[src/rtl/mult_pkg.sv]
// Elaboration-time sizing helpers for the pipelined Wallace multiplier:
// tree row counts, layer counts and how the layers are spread over the stages.
package mult_pkg;

    function automatic int prod_w(input int width);
        return 2 * width;
    endfunction

    // WIDTH partial-product rows plus one Baugh-Wooley correction row.
    function automatic int pp_rows(input int width);
        return width + 1;
    endfunction

    // Rows still to be compressed in front of the given layer index.
    function automatic int rows_at_layer(input int width, input int layer);
        int rows;
        rows = pp_rows(width);
        for (int l = 0; l < layer; l++) begin
            if (rows > 2) begin
                rows = 2 * (rows / 3) + (rows % 3);
            end
        end
        return rows;
    endfunction

    // Number of 3:2 layers needed to bring the tree down to two rows.
    function automatic int csa_layers(input int width);
        int rows;
        int n;
        rows = pp_rows(width);
        n = 0;
        while (rows > 2) begin
            rows = 2 * (rows / 3) + (rows % 3);
            n++;
        end
        return n;
    endfunction

    // Layers placed in front of register s; the final register only gets the CPA,
    // except with a single stage where everything sits in front of it.
    function automatic int stage_layers(input int width, input int stages, input int s);
        int total;
        int groups;
        total = csa_layers(width);
        if (stages == 1) begin
            return total;
        end
        if (s >= stages - 1) begin
            return 0;
        end
        groups = stages - 1;
        return (total / groups) + ((s < (total % groups)) ? 1 : 0);
    endfunction

    function automatic int layers_before(input int width, input int stages, input int s);
        int n;
        n = 0;
        for (int k = 0; k < s; k++) begin
            n += stage_layers(width, stages, k);
        end
        return n;
    endfunction

endpackage

[src/rtl/csa_row.sv]
// Bitwise 3:2 carry-save compressor over N bits; the carry row is pre-shifted
// into its weight so the caller can treat sum and carry as ordinary addends.
module csa_row #(
    parameter int N = 8
) (
    input  logic [N-1:0] x,
    input  logic [N-1:0] y,
    input  logic [N-1:0] z,
    output logic [N-1:0] sum,
    output logic [N-1:0] carry
);

    assign sum   = x ^ y ^ z;
    assign carry = ((x & y) | (x & z) | (y & z)) << 1;

endmodule

[src/rtl/pipelined_wallace_mult.sv]
// Pipelined Wallace-tree multiplier: Baugh-Wooley partial products, CSA layers spread
// over the first STAGES-1 registers, carry-propagate add in front of the last register.
module pipelined_wallace_mult
    import mult_pkg::*;
#(
    parameter int WIDTH  = 16,
    parameter int STAGES = 3,
    parameter int TAG_W  = 4
) (
    input  logic                 clk,
    input  logic                 rst,
    input  logic                 in_valid,
    output logic                 in_ready,
    input  logic [WIDTH-1:0]     a,
    input  logic [WIDTH-1:0]     b,
    input  logic                 is_signed,
    input  logic [TAG_W-1:0]     in_tag,
    output logic                 out_valid,
    input  logic                 out_ready,
    output logic [2*WIDTH-1:0]   product,
    output logic [TAG_W-1:0]     out_tag
);

    localparam int PROD_W = prod_w(WIDTH);
    localparam int ROWS   = pp_rows(WIDTH);
    // Modified Baugh-Wooley correction: +2^WIDTH + 2^(2*WIDTH-1), modulo 2^PROD_W.
    localparam logic [PROD_W-1:0] BW_CONST =
        (PROD_W'(1) << WIDTH) | (PROD_W'(1) << (PROD_W - 1));

    // Handshake: a transfer happens at a rising edge where valid && ready. Stage k
    // may load whenever it is empty or its successor loads too (ready_k = !valid_k ||
    // ready_{k+1}, ready_STAGES = out_ready), so bubbles collapse and order is kept.
    logic [STAGES-1:0]  valid_q;
    logic [STAGES:0]    rdy;
    logic [TAG_W-1:0]   tag_q     [STAGES];
    logic [PROD_W-1:0]  rows_q    [STAGES][ROWS];
    logic [PROD_W-1:0]  stage_out [STAGES][ROWS];
    logic [WIDTH-1:0]   pp_bits   [WIDTH];
    logic [PROD_W-1:0]  pp_row    [ROWS];

    always_comb begin
        rdy = '0;
        rdy[STAGES] = out_ready;
        for (int s = STAGES - 1; s >= 0; s--) begin
            rdy[s] = !valid_q[s] || rdy[s+1];
        end
    end

    assign in_ready  = rdy[0] && !rst;
    assign out_valid = valid_q[STAGES-1];
    assign out_tag   = tag_q[STAGES-1];
    assign product   = rows_q[STAGES-1][0];

    // Signed mode inverts the bits where exactly one operand index is the sign bit.
    always_comb begin
        for (int j = 0; j < WIDTH; j++) begin
            for (int i = 0; i < WIDTH; i++) begin
                pp_bits[j][i] = (a[i] & b[j]) ^
                                (is_signed & ((i == WIDTH - 1) != (j == WIDTH - 1)));
            end
        end
    end

    for (genvar j = 0; j < WIDTH; j++) begin : g_pp
        assign pp_row[j] = {{WIDTH{1'b0}}, pp_bits[j]} << j;
    end
    assign pp_row[WIDTH] = is_signed ? BW_CONST : '0;

    for (genvar s = 0; s < STAGES; s++) begin : g_stage
        localparam int FIRST = layers_before(WIDTH, STAGES, s);
        localparam int NL    = stage_layers(WIDTH, STAGES, s);

        logic [PROD_W-1:0] lr [NL+1][ROWS];

        for (genvar r = 0; r < ROWS; r++) begin : g_in
            if (s == 0) begin : g_from_pp
                assign lr[0][r] = pp_row[r];
            end else begin : g_from_reg
                assign lr[0][r] = rows_q[s-1][r];
            end
        end

        for (genvar l = 0; l < NL; l++) begin : g_layer
            localparam int CNT = rows_at_layer(WIDTH, FIRST + l);
            localparam int GRP = CNT / 3;

            for (genvar g = 0; g < GRP; g++) begin : g_csa
                csa_row #(.N(PROD_W)) u_csa (
                    .x     (lr[l][3*g]),
                    .y     (lr[l][3*g+1]),
                    .z     (lr[l][3*g+2]),
                    .sum   (lr[l+1][2*g]),
                    .carry (lr[l+1][2*g+1])
                );
            end

            // Rows left over from the triplets pass straight down; the tail is zero.
            for (genvar r = 2 * GRP; r < ROWS; r++) begin : g_pass
                if (r < CNT - GRP) begin : g_keep
                    assign lr[l+1][r] = lr[l][r+GRP];
                end else begin : g_zero
                    assign lr[l+1][r] = '0;
                end
            end
        end

        for (genvar r = 0; r < ROWS; r++) begin : g_out
            if (s == STAGES - 1) begin : g_last
                if (r == 0) begin : g_cpa
                    assign stage_out[s][r] = lr[NL][0] + lr[NL][1];
                end else begin : g_zero
                    assign stage_out[s][r] = '0;
                end
            end else begin : g_mid
                assign stage_out[s][r] = lr[NL][r];
            end
        end
    end

    // Data registers load on ready regardless of valid; only valid_q needs to be exact.
    always_ff @(posedge clk) begin
        if (rst) begin
            valid_q <= '0;
            for (int s = 0; s < STAGES; s++) begin
                tag_q[s] <= '0;
                for (int r = 0; r < ROWS; r++) begin
                    rows_q[s][r] <= '0;
                end
            end
        end else begin
            if (rdy[0]) begin
                valid_q[0] <= in_valid;
                tag_q[0]   <= in_tag;
            end
            for (int s = 1; s < STAGES; s++) begin
                if (rdy[s]) begin
                    valid_q[s] <= valid_q[s-1];
                    tag_q[s]   <= tag_q[s-1];
                end
            end
            for (int s = 0; s < STAGES; s++) begin
                if (rdy[s]) begin
                    for (int r = 0; r < ROWS; r++) begin
                        rows_q[s][r] <= stage_out[s][r];
                    end
                end
            end
        end
    end

endmodule

[config.mk]
export PLATFORM = sky130hd
export DESIGN_NAME = pipelined_wallace_mult
export DESIGN_NICKNAME = d
export VERILOG_FILES = /design/src/rtl/mult_pkg.sv /design/src/rtl/csa_row.sv /design/src/rtl/pipelined_wallace_mult.sv
export SDC_FILE = /design/constraint.sdc
export NUM_CORES = 1
export LEC_CHECK = 0
export ABC_AREA = 1
export CAP_MARGIN = 20
export CORE_MARGIN = 2
export CORE_UTILIZATION = 40
export CTS_BUF_LIST = sky130_fd_sc_hd__clkbuf_16
export DETAILED_ROUTE_END_ITERATION = 12
export HOLD_SLACK_MARGIN = 0.12
export PLACE_DENSITY = 0.61
export SLEW_MARGIN = 5
export SYNTH_ARGS = -nofsm -noshare
export SYNTH_HDL_FRONTEND = slang
export SYNTH_SLANG_ARGS = --single-unit
[constraint.sdc]
create_clock -name clk -period 6.2 [get_ports clk]
set_clock_uncertainty 0.15 [all_clocks]
set_input_delay 1.24 -clock clk [delete_from_list [all_inputs] [get_ports clk]]
set_output_delay 1.24 -clock clk [all_outputs]
set_load 0.005 [all_outputs]
## Yosys cells after proc, flatten, opt, wreduce, memory -nomap -nowiden

Memories as Yosys holds them, arrays and structs flattened.
Index checks and enable logic that the tools add are counted.

| cells by class | value |
|---|---|
| $add $sub $neg | 1 |
| reductions and logical operators | 8 |
| multiplexer cells | 33 |
| bitwise operators | 412 |

Operators with widths:

| cell | count |
|---|---|
| $and A31 B31 Y31 | 30 |
| $or A31 B31 Y31 | 25 |
| $xor A32 B32 Y32 | 19 |
| $mux W32 | 10 |
| $mux W31 | 9 |
| $and A1 B1 Y1 | 256 |
| $add A32 B32 Y32 | 1 |
| $xor A32 B31 Y32 | 1 |
| $or A31 B18 Y31 | 1 |
| $or A31 B21 Y31 | 1 |
| $or A31 B24 Y31 | 1 |
| $or A31 B27 Y31 | 1 |
| $or A31 B30 Y31 | 1 |
| $and A28 B30 Y30 | 1 |
| $and A29 B30 Y30 | 1 |
| $xor A1 B1 Y1 | 30 |
| $xor A29 B30 Y30 | 1 |
| $and A28 B29 Y29 | 1 |
| $xor A28 B29 Y29 | 1 |
| $and A25 B27 Y27 | 1 |
| $and A26 B27 Y27 | 1 |
| $xor A26 B27 Y27 | 1 |
| $and A25 B26 Y26 | 1 |
| $xor A25 B26 Y26 | 1 |
| 21 further kinds | 58 |

| word-level totals | value |
|---|---|
| memory bits (writable) | 579 |
| memories | 2 |
| output and inout port bits | 38 |
| input bits | 41 |
| register bits after elaboration | 3 |
| logic and storage cells | 459 |

Memory list:

| memory | depth | bits a word | read ports | clocked after Yosys merged registers in | write ports | line | RTL |
|---|---|---|---|---|---|---|---|
| rows_q | 3 | 189 | 3 | 0 | 3 | pipelined_wallace_mult.sv:36 | `logic [PROD_W-1:0] rows_q [STAGES][ROWS];` |
| tag_q | 3 | 4 | 3 | 0 | 3 | pipelined_wallace_mult.sv:35 | `logic [TAG_W-1:0] tag_q [STAGES];` |

## Depth between registers and ports, before layout

Gate-level depths: netlist of run 1.

| logic depth | value |
|---|---|
| depth after elaboration | 12 |
| mapped depth | 12 |
| gate-level depth less buffers | 12 |

## Modules after synthesis

From an unflattened synthesis of run 1, not the netlist that was laid out.

| unflattened totals | value |
|---|---|
| cells, all modules | 2637 |
| area total of the unflattened synthesis | 26287.7 um2 |

By module, submodules not included:

| module | cells an instance | instances | area an instance (um2) | seq. area each (um2) |
|---|---|---|---|---|
| pipelined_wallace_mult | 2007 | 1 | 16284.4 | 9068.7 |
| csa_row | 42 | 15 | 666.9 | 0.0 |

## Worst setup path after synthesis of run 1

No wires, ideal clock.

| path | value |
|---|---|
| path kind | in2reg |
| start point | in out_ready |
| end point | mem rows_q[0][101] (netlist name) (enable) |
| arrival time | 3.837 ns |
| cell stages on the path | 8 |
| path buffers | 2 |
| data required time | 5.004 ns |
| slack | 1.166 ns |
| setup time | 1.046 ns |
| cell sequence | nor2_4 > inv_2 > nor2_4 > nand2_1 > nand2_2 > buf_6 > buf_6 > nand2_1 |

RTL lines:

| item | line | RTL |
|---|---|---|
| start: declaration | pipelined_wallace_mult.sv:19 | `input logic out_ready,` |
| end: declaration | pipelined_wallace_mult.sv:36 |  |

## Final worst setup path of run 1

| path | value |
|---|---|
| start point | in rst |
| end point | out in_ready |

| between the ends | value |
|---|---|
| cells in the longest elaborated chain, start to end | 2 |

Ends and longest elaborated chain:

| item | line | RTL |
|---|---|---|
| start: declaration | pipelined_wallace_mult.sv:11 | `input logic rst,` |
| $logic_not A1 Y1 | pipelined_wallace_mult.sv:49 | `assign in_ready = rdy[0] && !rst;` |
| $logic_and A1 B1 Y1 | pipelined_wallace_mult.sv:49 |  |
| end: declaration | pipelined_wallace_mult.sv:13 | `output logic in_ready,` |

No other way between the ends.

==> summary.txt, run 1 <==
STA
  • Final setup viols: 0
  • Maximum frequency from static timing analysis: 0.209 GHz
  • Final Hold Vio Count: 0
  • Headroom to the max-slew limit: 0.400
  • Slew @ Worst Pin: 0.897 ns
  • Unrepaired setup endpoints after global routing: no
  • Setup slack after layout: 1.41 ns
  • Final number of max-transition violations: 0
  • Setup TNS Final: 0 ns
  • Post-route fraction of the period consumed by the critical path: 0.772
  • Hold Slack: 0.309 ns
  • Tmin final: 4.79 ns

Power
  • Switching Share: 0.348
  • Power Internal: 3840 µW
  • Clock share of power: 0.235
  • Static Leak: 0.00997 µW
  • Highest ir drop seen on vdd: 229 µV
  • Net Switching: 2050 µW
  • Flop pwr share: 0.369
  • P per Cell Area: 303 mW/mm²
  • Logic pwr share: 0.396

Global route
  • Top Usage Layer GRT: met2
  • Pin count of the biggest net entering global routing: 87
  • Aggregate global routing overflow: 0
  • Global Route Usage Sum: 0.162
  • Via count of the first global-routing pass: 11994
  • Antenna violations before repair: 0
  • Met1 GRT Util: 0.236
  • Wire length of the first global-routing pass: 60.5 mm
  • Met3 routing resource usage after global routing: 0.0220
  • Met2 usage in global routing: 0.256

Critical path
  • Worst reg-to-reg setup slack: 3.46 ns
  • Kind of cell adding the most delay to the critical path: buffers and inverters
  • Worst setup path class: in -> out
  • R2r startpoint: valid_q[2]$_SDFFE_PP0P_
  • Crit path top cell by count: clkdlybuf4s50_1
  • Count of cell instances traversed by the critical path: 5
  • Critical Path Slowest Stage Cell: clkdlybuf4s50_1
  • First element of the critical path: rst
  • Cell chain of the critical path: clkdlybuf4s50_1 > clkinv_1 > nand2_4 > inv_1 > clkdlybuf4s50_1
  • Worst Setup Start Kind: input port
  • Delay of the slowest cell on the worst path: 0.56 ns
  • Highest fanout seen on the critical path: 45
  • Kind of capture point of the worst setup path: output port
  • Number of buffers and inverters on the critical path: 4
  • Worst Reg-to-Reg Cells: 8
  • Crit path DAT: 3.40 ns
  • Critical path data required time: 4.81 ns

Routing
  • Post-route ant nets: 0
  • Per-cell routed wire length: 14.0 µm
  • Number of detailed-routing iterations run before antenna repair: 5
  • Vias: 11420
  • Number of vias per cell: 4.46
  • Final wirelength: 35.8 mm
  • Number of DRC markers in iteration 0: 736
  • Number of design rule violations left after detail routing: 0

Clock network
  • Clock transition at the registers of the reported paths: 0.06 ns
  • Setup repair bufs after CTS: 0
  • TritonCTS Buffers: 24
  • Number of instances resized during post-cts repair: 0
  • Number of buffers inserted for hold repair after clock tree synthesis: 0
  • Clock tree from TritonCTS: yes
  • Clock insertion delay at the later pin of the skew report: 0.53 ns
  • Largest buffer count on any clock path: 3
  • Root Buffer Master: clkbuf_16
  • CTS sink count: 221
  • Total number of H-tree levels: 1

Placed design
  • Buffers on Ports: 78
  • Post-placement cell count: 2517
  • Pre-CTS setup slack: 1.38 ns
  • Final weighted congestion in routability-driven placement: 0.850
  • HPWL after DPL: 27.7 mm

Synthesis
  • Distinct cell type count of the synthesized netlist: 34
  • Proportion of register bits with asynchronous set or reset after synthesis: 0
  • Gate Count Post-Synth: 1939
  • Xor-xnor portion of the synthesized cell area: 0.0154
  • Yosys reg bits: 221
  • Top post-synthesis cells by area: edfxtp_1, fa_1, inv_1
  • Mean Syn Cell Area: 9.09 µm²
  • Number of nets produced by synthesis: 2273
  • Number of enable flip-flop cells after synthesis: 218
  • Share of synthesized cell area in full adder, half adder and majority cells: 0.293
  • Share of synthesized area spent on multiplexers: 0
  • Post-synth top flop: edfxtp_1
  • Synth Area in Compound Gates: 0.0113
  • Most frequent cell after synthesis: inv_1
  • Simple-gate share of the synthesized area: 0.162
  • Share of synthesized area occupied by flip-flops and latches: 0.375
  • Area share of the largest cell type after synthesis: 0.371
  • Warnings from Yosys: 0
  • Synthesized area: 0.0176 mm²
  • Biggest area consumer among synthesized cells: edfxtp_1
  • Main combinational cell family by area after synthesis: adder cells
  • Ranking of synthesized cells by instance count: inv_1, nand2_1, nor2_1, edfxtp_1, fa_1

Die
  • Top-level port count: 79
  • Die span in x: 214 µm
  • DIE AREA: 0.0458 mm²
  • Starting Density: 0.407
  • Overall die height: 214 µm
  • Number of rows in the core area: 76
  • Placeable core region: 0.0433 mm²

Cells and area
  • Non-filler instance count after layout: 2559
  • Post-layout util: 0.450
  • Relative area change from synthesis to final layout: 10.5%
  • Ratio of cells with drive above 1 in the final layout: 0.0344
  • Layout Nets: 2292
  • Antenna cells: 0

Flow run
  • Number of maximum-capacitance constraint violations: 0

Hold path
  • Path type of the worst min-delay path: reg -> reg
  • Hold Path Cell Cnt: 2
  • Origin of the worst min-delay path: valid_q[0]$_SDFFE_PP0N_

Status
  • Outcome: finished clean
-- registers in the layout (all words and copies together) (netlist names) --
signal	flops
rows_q	206
valid_q	3
tag_q	12
-- final cells by class --
class                           count  area [µm²]
Clock inverter                     17         136
Inverter                          536        2010
Clock buffer                       25         626
Sequential cell                   221        6610
Tap cell                          585         732
Timing Repair Buffer               87         848
Fill cell                        4229       23800
Multi-Input combinational cell   1088        8520
-- layer usage --
| metal | vias up | part of all wire |
|---|---|---|
| met1 | 5461 | 0.49 |
| li1 | 5657 | - |
| met2 | 251 | 0.44 |
| met5 | - | 0 |
| met4 | 0 | 0.022 |
| met3 | 51 | 0.047 |
-- tightest hold or removal path, delay by kind of cell, from the launching register on --
kind / cells / cell delay, ns
and+or+nand+nor: 2 / 0.10
DFF: 1 / 0.31
-- placed cells by master (no fill, tap or decap), drive strengths merged --
master         netlist  layout
xnor2                2       2
clkbuf              68      25
nor4                 1       1
nor2               247     247
xor2                29      29
a22o                 1       1
nor3b                2       2
dfxtp                3       3
edfxtp             218     218
nand4                6       6
nor3                 1       1
ha                  93      93
a21oi               26      26
bufinv               0       2
nand2              446     446
nand3b               2       2
fa                 200     200
clkdlybuf4s50        0      78
inv                534     537
o21ai                9       9
or2                  1       1
buf                 26       9
o21a                 1       1
nand3               21      21
clkinvlp             0       2
clkinv               2      12
-- logic make-up (layout without fill, tap and decap cells) --
logic type	Yosys count	in the layout
simple gates	727	727
buf+inv	630	665
fa+ha+maj	293	293
flops	221	221
compound gates	37	37
xor+xnor	31	31
-- power groups by stage --
stage                     sequential (µW)  combinational, µW  clock [µW]
after floorplan                      2190               1640           0
final                                2180               2330        1390
after detailed placement             2210               2350           0
after global placement               2200               2300           0
after global routing                 2210               2760        1480
after CTS                            2180               2360        1430
-- per-stage QoR --
stage          power, µW  area, µm²
5_1_grt             6450      19500
2_1_floorplan       3820      17600
3_5_place_dp        4560      18700
4_1_cts             5970      19500
3_3_place_gp        4510      18700
6_report            5890      19500
-- final timing paths --
path                                        to
setup reg to reg  rows_q[0][157]$_SDFFCE_PN0P_
hold / removal         valid_q[1]$_SDFFE_PP0P_
hold reg to reg        valid_q[1]$_SDFFE_PP0P_
setup / recovery                      in_ready
Power figures use the tool's default switching activity.
==> inputs of run 2 (changes only) <==
==> constraint.sdc (replaced) <==
create_clock -name clk -period 4.9 [get_ports clk]
set_clock_uncertainty 0.15 [all_clocks]
set_input_delay 0.98 -clock clk [delete_from_list [all_inputs] [get_ports clk]]
set_output_delay 0.98 -clock clk [all_outputs]
set_load 0.005 [all_outputs]
==> run 2 against run 1 <==
Via count rose by 0.39%. Clock power rose by 23%. Clock-buffer cell count did not move. Register-to-register slack got worse by 1.4 ns. Sequential power rose by 26%. Utilization rose by 0.14 points. Non-clock buffer count rose by 9. Total power rose by 25%. Worst hold slack improved by 0.014 ns. First-iteration DRC count fell by 5.6%. Die area did not move. Largest cell class unchanged.
==> summary.txt, run 2 (synthesis results as in run 1) <==
Flow run
  • Number of maximum-capacitance constraint violations: 0 (unchanged)

Global route
  • Antenna violations before repair: 0 (unchanged)
  • Aggregate global routing overflow: 0 (unchanged)
  • Via count of the first global-routing pass: 11984 (-0.083%)
  • Global Route Usage Sum: 0.162 (-0.000215)
  • Wire length of the first global-routing pass: 60.5 mm (about the same)
  • Pin count of the biggest net entering global routing: 83 (-4.6%)

STA
  • Maximum frequency from static timing analysis: 0.260 GHz
  • Slew @ Worst Pin: 0.892 ns (-0.00543 ns)
  • Unrepaired setup endpoints after global routing: no
  • Tmin final: 3.84 ns
  • Setup TNS Final: 0 ns (unchanged)
  • Post-route fraction of the period consumed by the critical path: 0.784
  • Setup slack after layout: 1.06 ns (-0.352 ns)
  • Final setup viols: 0 (unchanged)
  • Final Hold Vio Count: 0 (unchanged)
  • Final number of max-transition violations: 0 (unchanged)
  • Headroom to the max-slew limit: 0.404 (+0.00363)

Cells and area
  • Top reg by flops: rows_q
  • Most common library cell in the layout ignoring fill and taps: inv_1
  • Count of fill cells added during filler insertion: 4132 (-2.3%)
  • Most frequent cells in the layout: inv_1, nand2_1, nor2_1
  • Layout Nets: 2302 (+0.44%)
  • Cell area after layout: 0.0195 mm² (+0.32%)
  • Largest registers: rows_q: 206 flops, tag_q: 12 flops, valid_q: 3 flops
  • Max reg flops: 206 (unchanged)
  • Relative area change from synthesis to final layout: 10.9%
  • Ratio of cells with drive above 1 in the final layout: 0.0388 (+0.00436)
  • Antenna cells: 0 (unchanged)

Power
  • Static Leak: 0.0100 µW (+0.44%)
  • Highest ir drop seen on vdd: 213 µV (-7.1%)
  • P per Cell Area: 378 mW/mm² (+25%)

Placed design
  • Pre-CTS setup slack: 0.552 ns (-0.830 ns)
  • HPWL after DPL: 28.1 mm (+1.6%)
  • Final weighted congestion in routability-driven placement: 0.842 (-0.87%)
  • Buffers on Ports: 78 (unchanged)
  • Standard cell area after detailed placement: 0.0188 mm² (+0.43%)

Die
  • Overall die height: 214 µm (unchanged)
  • Placeable core region: 0.0433 mm² (unchanged)
  • DIE AREA: 0.0458 mm² (unchanged)
  • Starting Density: 0.407 (unchanged)
  • Number of rows in the core area: 76 (unchanged)
  • Top-level port count: 79 (unchanged)
  • Die span in x: 214 µm (unchanged)

Clock network
  • TritonCTS Buffers: 25 (+4.2%)
  • CTS sink count: 221 (unchanged)
  • Clock transition at the registers of the reported paths: 0.07 ns (about the same)
  • Number of instances resized during post-cts repair: 0 (unchanged)
  • Clock insertion delay at the later pin of the skew report: 0.53 ns (about the same)
  • Setup repair bufs after CTS: 0 (unchanged)
  • Root Buffer Master: clkbuf_16
  • Largest buffer count on any clock path: 3 (unchanged)
  • Clock tree from TritonCTS: yes
  • Total number of H-tree levels: 1 (unchanged)
  • Number of buffers inserted for hold repair after clock tree synthesis: 0 (unchanged)

Critical path
  • Kind of capture point of the worst setup path: flop
  • Crit path DAT: 3.95 ns (+0.55 ns)
  • Delay of the slowest cell on the worst path: 0.92 ns (+0.36 ns)
  • Critical path data required time: 5.01 ns (+0.20 ns)
  • Critical Path Slowest Stage Cell: clkdlybuf4s50_1
  • Worst Setup Start Kind: input port
  • Worst setup path class: in -> reg
  • Kind of cell adding the most delay to the critical path: adder cells
  • Highest fanout seen on the critical path: 16 (-64%)
  • Number of buffers and inverters on the critical path: 5 (+1)
  • Crit path top cell by count: inv_1
  • Cell chain of the critical path: clkdlybuf4s50_1 > nand2_1 > xor2_1 > inv_1 > fa_1 > inv_1 > fa_1 > inv_1 > fa_1 > inv_1 > nor2_1

Routing
  • Number of detailed-routing iterations run before antenna repair: 5 (unchanged)
  • Number of design rule violations left after detail routing: 0 (unchanged)
  • Number of vias per cell: 4.46 (about the same)
  • Post-route ant nets: 0 (unchanged)
  • Vias: 11464 (+0.39%)
  • Number of DRC markers in iteration 0: 695 (-5.6%)
  • Per-cell routed wire length: 13.9 µm (-0.45%)
  • Final wirelength: 35.7 mm (about the same)

Status
  • Outcome: finished clean

Hold path
  • Path type of the worst min-delay path: reg -> reg
## run 2: changes by cell type in the layout (fill, tap and decap cells not counted), sizes merged
cell / delta
buf: +9
bufinv: -1
clkinv: +1
inv: +1
## run 2: worst paths after layout
| kind | startpoint | to | slack, ns | cells past startpoint |
|---|---|---|---|---|
| min | valid_q[0]$_SDFFE_PP0N_ | valid_q[1]$_SDFFE_PP0P_ | 0.32 | 2 |
| max reg2reg | valid_q[2]$_SDFFE_PP0P_ | rows_q[0][136]$_SDFFCE_PN0P_ | 2.08 | 9 |
| max | b[9] | rows_q[0][118]$_SDFFCE_PN0P_ | 1.06 | 11 |
| min reg2reg | valid_q[0]$_SDFFE_PP0N_ | valid_q[1]$_SDFFE_PP0P_ | 0.32 | 2 |
## run 2: per-layer routing
layer / track usage / share of wire / vias up
li1: - / - / 5673
met1: 0.231 / 0.48 / 5453
met2: 0.260 / 0.44 / 283
met3: 0.0239 / 0.060 / 55
met4: 0.0434 / 0.021 / 0
met5: 0 / 0 / -
## run 2: area by class of cell
type | instances | area, µm² | share of cell area
multi-input combinational | 1088 | 8520 | 0.436
clock inverter | 18 | 119 | 0.00608
timing repair buffer | 96 | 928 | 0.0475
sequential | 221 | 6610 | 0.338
inverter | 536 | 2010 | 0.103
clock buffer | 25 | 626 | 0.0320
tap | 585 | 732 | 0.0374
## run 2: tightest hold or removal path: cells and delay by family, from the launching register on
family | cells | cell delay [ns]
flops | 1 | 0.31
simple gates | 2 | 0.11
## run 2: per-stage QoR
step | total power [µW] | instances | util | hold WS, ns
floorplan | 4840 | 1939 | - | 0.277
global placement | 5690 | 2526 | 0.435 | 0.284
detailed placement | 5760 | 2526 | 0.435 | 0.312
CTS | 7510 | 2569 | 0.452 | 0.323
global route | 8080 | 2569 | 0.452 | 0.369
finish | 7390 | 2569 | 0.452 | 0.323
## run 2: where the power goes
part           switching [µW]  leakage (µW)  internal, µW
registers                 150       0.00250          2600
clock network             731      0.000380           976
logic                    1700       0.00713          1230
==> inputs of run 3 (changes only) <==
--- a/config.mk
+++ b/config.mk
@@ -12,7 +12,7 @@
 export CTS_BUF_LIST = sky130_fd_sc_hd__clkbuf_16
 export DETAILED_ROUTE_END_ITERATION = 12
 export HOLD_SLACK_MARGIN = 0.12
-export PLACE_DENSITY = 0.61
+export PLACE_DENSITY = 0.63
 export SLEW_MARGIN = 5
 export SYNTH_ARGS = -nofsm -noshare
 export SYNTH_HDL_FRONTEND = slang
==> constraint.sdc (replaced) <==
create_clock -name clk -period 3.2 [get_ports clk]
set_clock_uncertainty 0.15 [all_clocks]
set_input_delay 0.64 -clock clk [delete_from_list [all_inputs] [get_ports clk]]
set_output_delay 0.64 -clock clk [all_outputs]
set_load 0.005 [all_outputs]
==> run 3 against run 2 <==
Final cell count increased by 2.4%. Utilization grew 1.9 points. Total power increased by 60%. Flip-flop and latch count did not move. Clock-buffer cell count unchanged. Critical path type is now in -> out. Largest cell class unchanged. Highest routed layer unchanged.
==> summary.txt, run 3 (synthesis results as in run 1) <==
Routing
  • Number of detailed-routing iterations run before antenna repair: 4 (-1)
  • Number of design rule violations left after detail routing: 0 (unchanged)
  • Number of vias per cell: 4.44 (-0.39%)
  • Number of DRC markers in iteration 0: 654 (-5.9%)
  • Post-route ant nets: 0 (unchanged)
  • Vias: 11690 (+2.0%)
  • Per-cell routed wire length: 13.8 µm (-0.77%)
  • Final wirelength: 36.3 mm (+1.6%)

Cells and area
  • Most common library cell in the layout ignoring fill and taps: inv_1
  • Max reg flops: 206 (unchanged)
  • Post-layout util: 0.471 (+0.0194)
  • Top reg by flops: rows_q
  • Cell area after layout: 0.0204 mm² (+4.3%)
  • Count of fill cells added during filler insertion: 4064 (-1.6%)
  • Relative area change from synthesis to final layout: 15.6%
  • Largest registers: rows_q: 206 flops, tag_q: 12 flops, valid_q: 3 flops
  • Ratio of cells with drive above 1 in the final layout: 0.0670 (+0.0282)
  • Register Area: 0.00661 mm² (unchanged)
  • Antenna cells: 0 (unchanged)
  • Multi-input logic area: 0.00852 mm² (unchanged)
  • Layout Nets: 2360 (+2.5%)
  • Most frequent cells in the layout: inv_1, nand2_1, nor2_1

Power
  • Logic pwr share: 0.391 (-0.006)
  • P per Cell Area: 580 mW/mm² (+53%)
  • Net Switching: 4040 µW (+56%)
  • Power Internal: 7780 µW (+62%)
  • Switching Share: 0.342 (-0.00794)
  • Static Leak: 0.0104 µW (+4.3%)
  • Flop pwr share: 0.357 (-0.015)
  • Highest ir drop seen on vdd: 394 µV (+85%)
  • Clock share of power: 0.253 (+0.022)
  • Total power draw: 11800 µW (+60%)

Critical path
  • Worst reg-to-reg setup slack: 0.63 ns (-1.45 ns)
  • R2r startpoint: rows_q[0][23]$_SDFFCE_PN0P_
  • Crit path DAT: 2.29 ns (-1.66 ns)
  • Highest fanout seen on the critical path: 4 (-12)
  • Worst Setup Start Kind: input port
  • Critical path data required time: 2.41 ns (-2.60 ns)
  • Worst Reg-to-Reg Cells: 7 (-2)
  • First element of the critical path: out_ready
  • Worst setup path class: in -> out
  • Termination of the worst setup path: in_ready
  • Kind of capture point of the worst setup path: output port
  • Reg2Reg Capture Point: rows_q[0][370]$_SDFFCE_PN0P_

Clock network
  • Number of buffers inserted for hold repair after clock tree synthesis: 0 (unchanged)
  • Clock insertion delay at the later pin of the skew report: 0.54 ns (about the same)
  • TritonCTS Buffers: 25 (unchanged)
  • Largest buffer count on any clock path: 3 (unchanged)
  • CTS sink count: 221 (unchanged)
  • Total number of H-tree levels: 1 (unchanged)
  • Root Buffer Master: clkbuf_16
  • Clock tree from TritonCTS: yes
  • Number of instances resized during post-cts repair: 0 (unchanged)
  • Clock transition at the registers of the reported paths: 0.06 ns (about the same)
  • Setup repair bufs after CTS: 0 (unchanged)

STA
  • Final setup viols: 0 (unchanged)
  • Hold Slack: 0.313 ns (-0.00939 ns)
  • Unrepaired setup endpoints after global routing: no
  • Post-route fraction of the period consumed by the critical path: 0.961
  • Headroom to the max-slew limit: 0.637 (+0.233)
  • Final number of max-transition violations: 0 (unchanged)
  • Slew @ Worst Pin: 0.545 ns (-0.347 ns)
  • Tmin final: 3.08 ns
  • Final Hold Vio Count: 0 (unchanged)
  • Maximum frequency from static timing analysis: 0.325 GHz

Global route
  • Pin count of the biggest net entering global routing: 94 (+13%)
  • Top Usage Layer GRT: met2
  • Aggregate global routing overflow: 0 (unchanged)
  • Met1 GRT Util: 0.231 (about the same)
  • Met3 routing resource usage after global routing: 0.0243 (+0.000426)
  • Global Route Usage Sum: 0.166 (+0.00338)
  • Antenna violations before repair: 0 (unchanged)
  • Via count of the first global-routing pass: 12307 (+2.7%)
  • Met2 usage in global routing: 0.269 (+0.00909)
  • Wire length of the first global-routing pass: 61.6 mm (+1.9%)

Status
  • Outcome: finished clean

Die
  • Number of rows in the core area: 76 (unchanged)
  • Starting Density: 0.407 (unchanged)
  • Overall die height: 214 µm (unchanged)
  • Placeable core region: 0.0433 mm² (unchanged)
  • Top-level port count: 79 (unchanged)
  • Die span in x: 214 µm (unchanged)
  • DIE AREA: 0.0458 mm² (unchanged)

Placed design
  • Buffers on Ports: 78 (unchanged)
  • HPWL after DPL: 28.6 mm (+1.8%)
  • Final weighted congestion in routability-driven placement: 0.865 (+2.7%)
  • Standard cell area after detailed placement: 0.0195 mm² (+3.8%)

Flow run
  • Number of maximum-capacitance constraint violations: 0 (unchanged)

Hold path
  • Path type of the worst min-delay path: reg -> reg
## run 3: cell count changes in the layout (fill, tap and decap cells not counted), sizes merged
cell and change:
clkinv -2, inv +1, buf +58, bufinv +4
## run 3: layer usage
layer  share of wire  up-vias
met1            0.47     5598
met2            0.46      252
li1                -     5786
met5               0        -
met3           0.054       54
met4           0.021        0
## run 3: worst min path at each step
stage / start / end / depth (start not counted)
2_1_floorplan: valid_q[0]$_SDFFE_PP0N_ / valid_q[1]$_SDFFE_PP0P_ / 2
3_3_place_gp: valid_q[0]$_SDFFE_PP0N_ / valid_q[1]$_SDFFE_PP0P_ / 2
3_5_place_dp: valid_q[0]$_SDFFE_PP0N_ / valid_q[1]$_SDFFE_PP0P_ / 2
4_1_cts: valid_q[0]$_SDFFE_PP0N_ / valid_q[1]$_SDFFE_PP0P_ / 2
5_1_grt: valid_q[0]$_SDFFE_PP0N_ / valid_q[1]$_SDFFE_PP0P_ / 2
6_report: valid_q[0]$_SDFFE_PP0N_ / valid_q[1]$_SDFFE_PP0P_ / 2
## run 3: critical path: stages
cell and delay (ns):
clkdlybuf4s50_1 0.51, nor2_4 0.06, inv_2 0.09, nor2_4 0.05, nand2_1 0.11, nand2_4 0.07, inv_1 0.20, clkdlybuf4s50_1 0.55
## run 3: final cells by class
type	count	share of cell area
inverters	536	0.0987
clock inverters	21	0.0116
repair buffers	154	0.0810
multi-input cells	1088	0.418
flip-flops and latches	221	0.324
well taps	585	0.0359
clock buffers	25	0.0307
## run 3: power groups by stage
stage          sequential, µW  combinational [µW]  clock [µW]
2_1_floorplan            4230                3180           0
3_3_place_gp             4260                4530           0
3_5_place_dp             4280                4630           0
4_1_cts                  4220                4680        3050
5_1_grt                  4280                5460        3160
6_report                 4210                4620        2990
## run 3: through the flow
step / TNS (ns) / setup slack, ns / cells
global route: 0 / 0.0141 / 2630
CTS: 0 / 0.0764 / 2630
detailed placement: -18.19 / -0.394 / 2584
global placement: -16.89 / -0.428 / 2584
finish: 0 / 0.125 / 2630
floorplan: 0 / 0.00907 / 1939
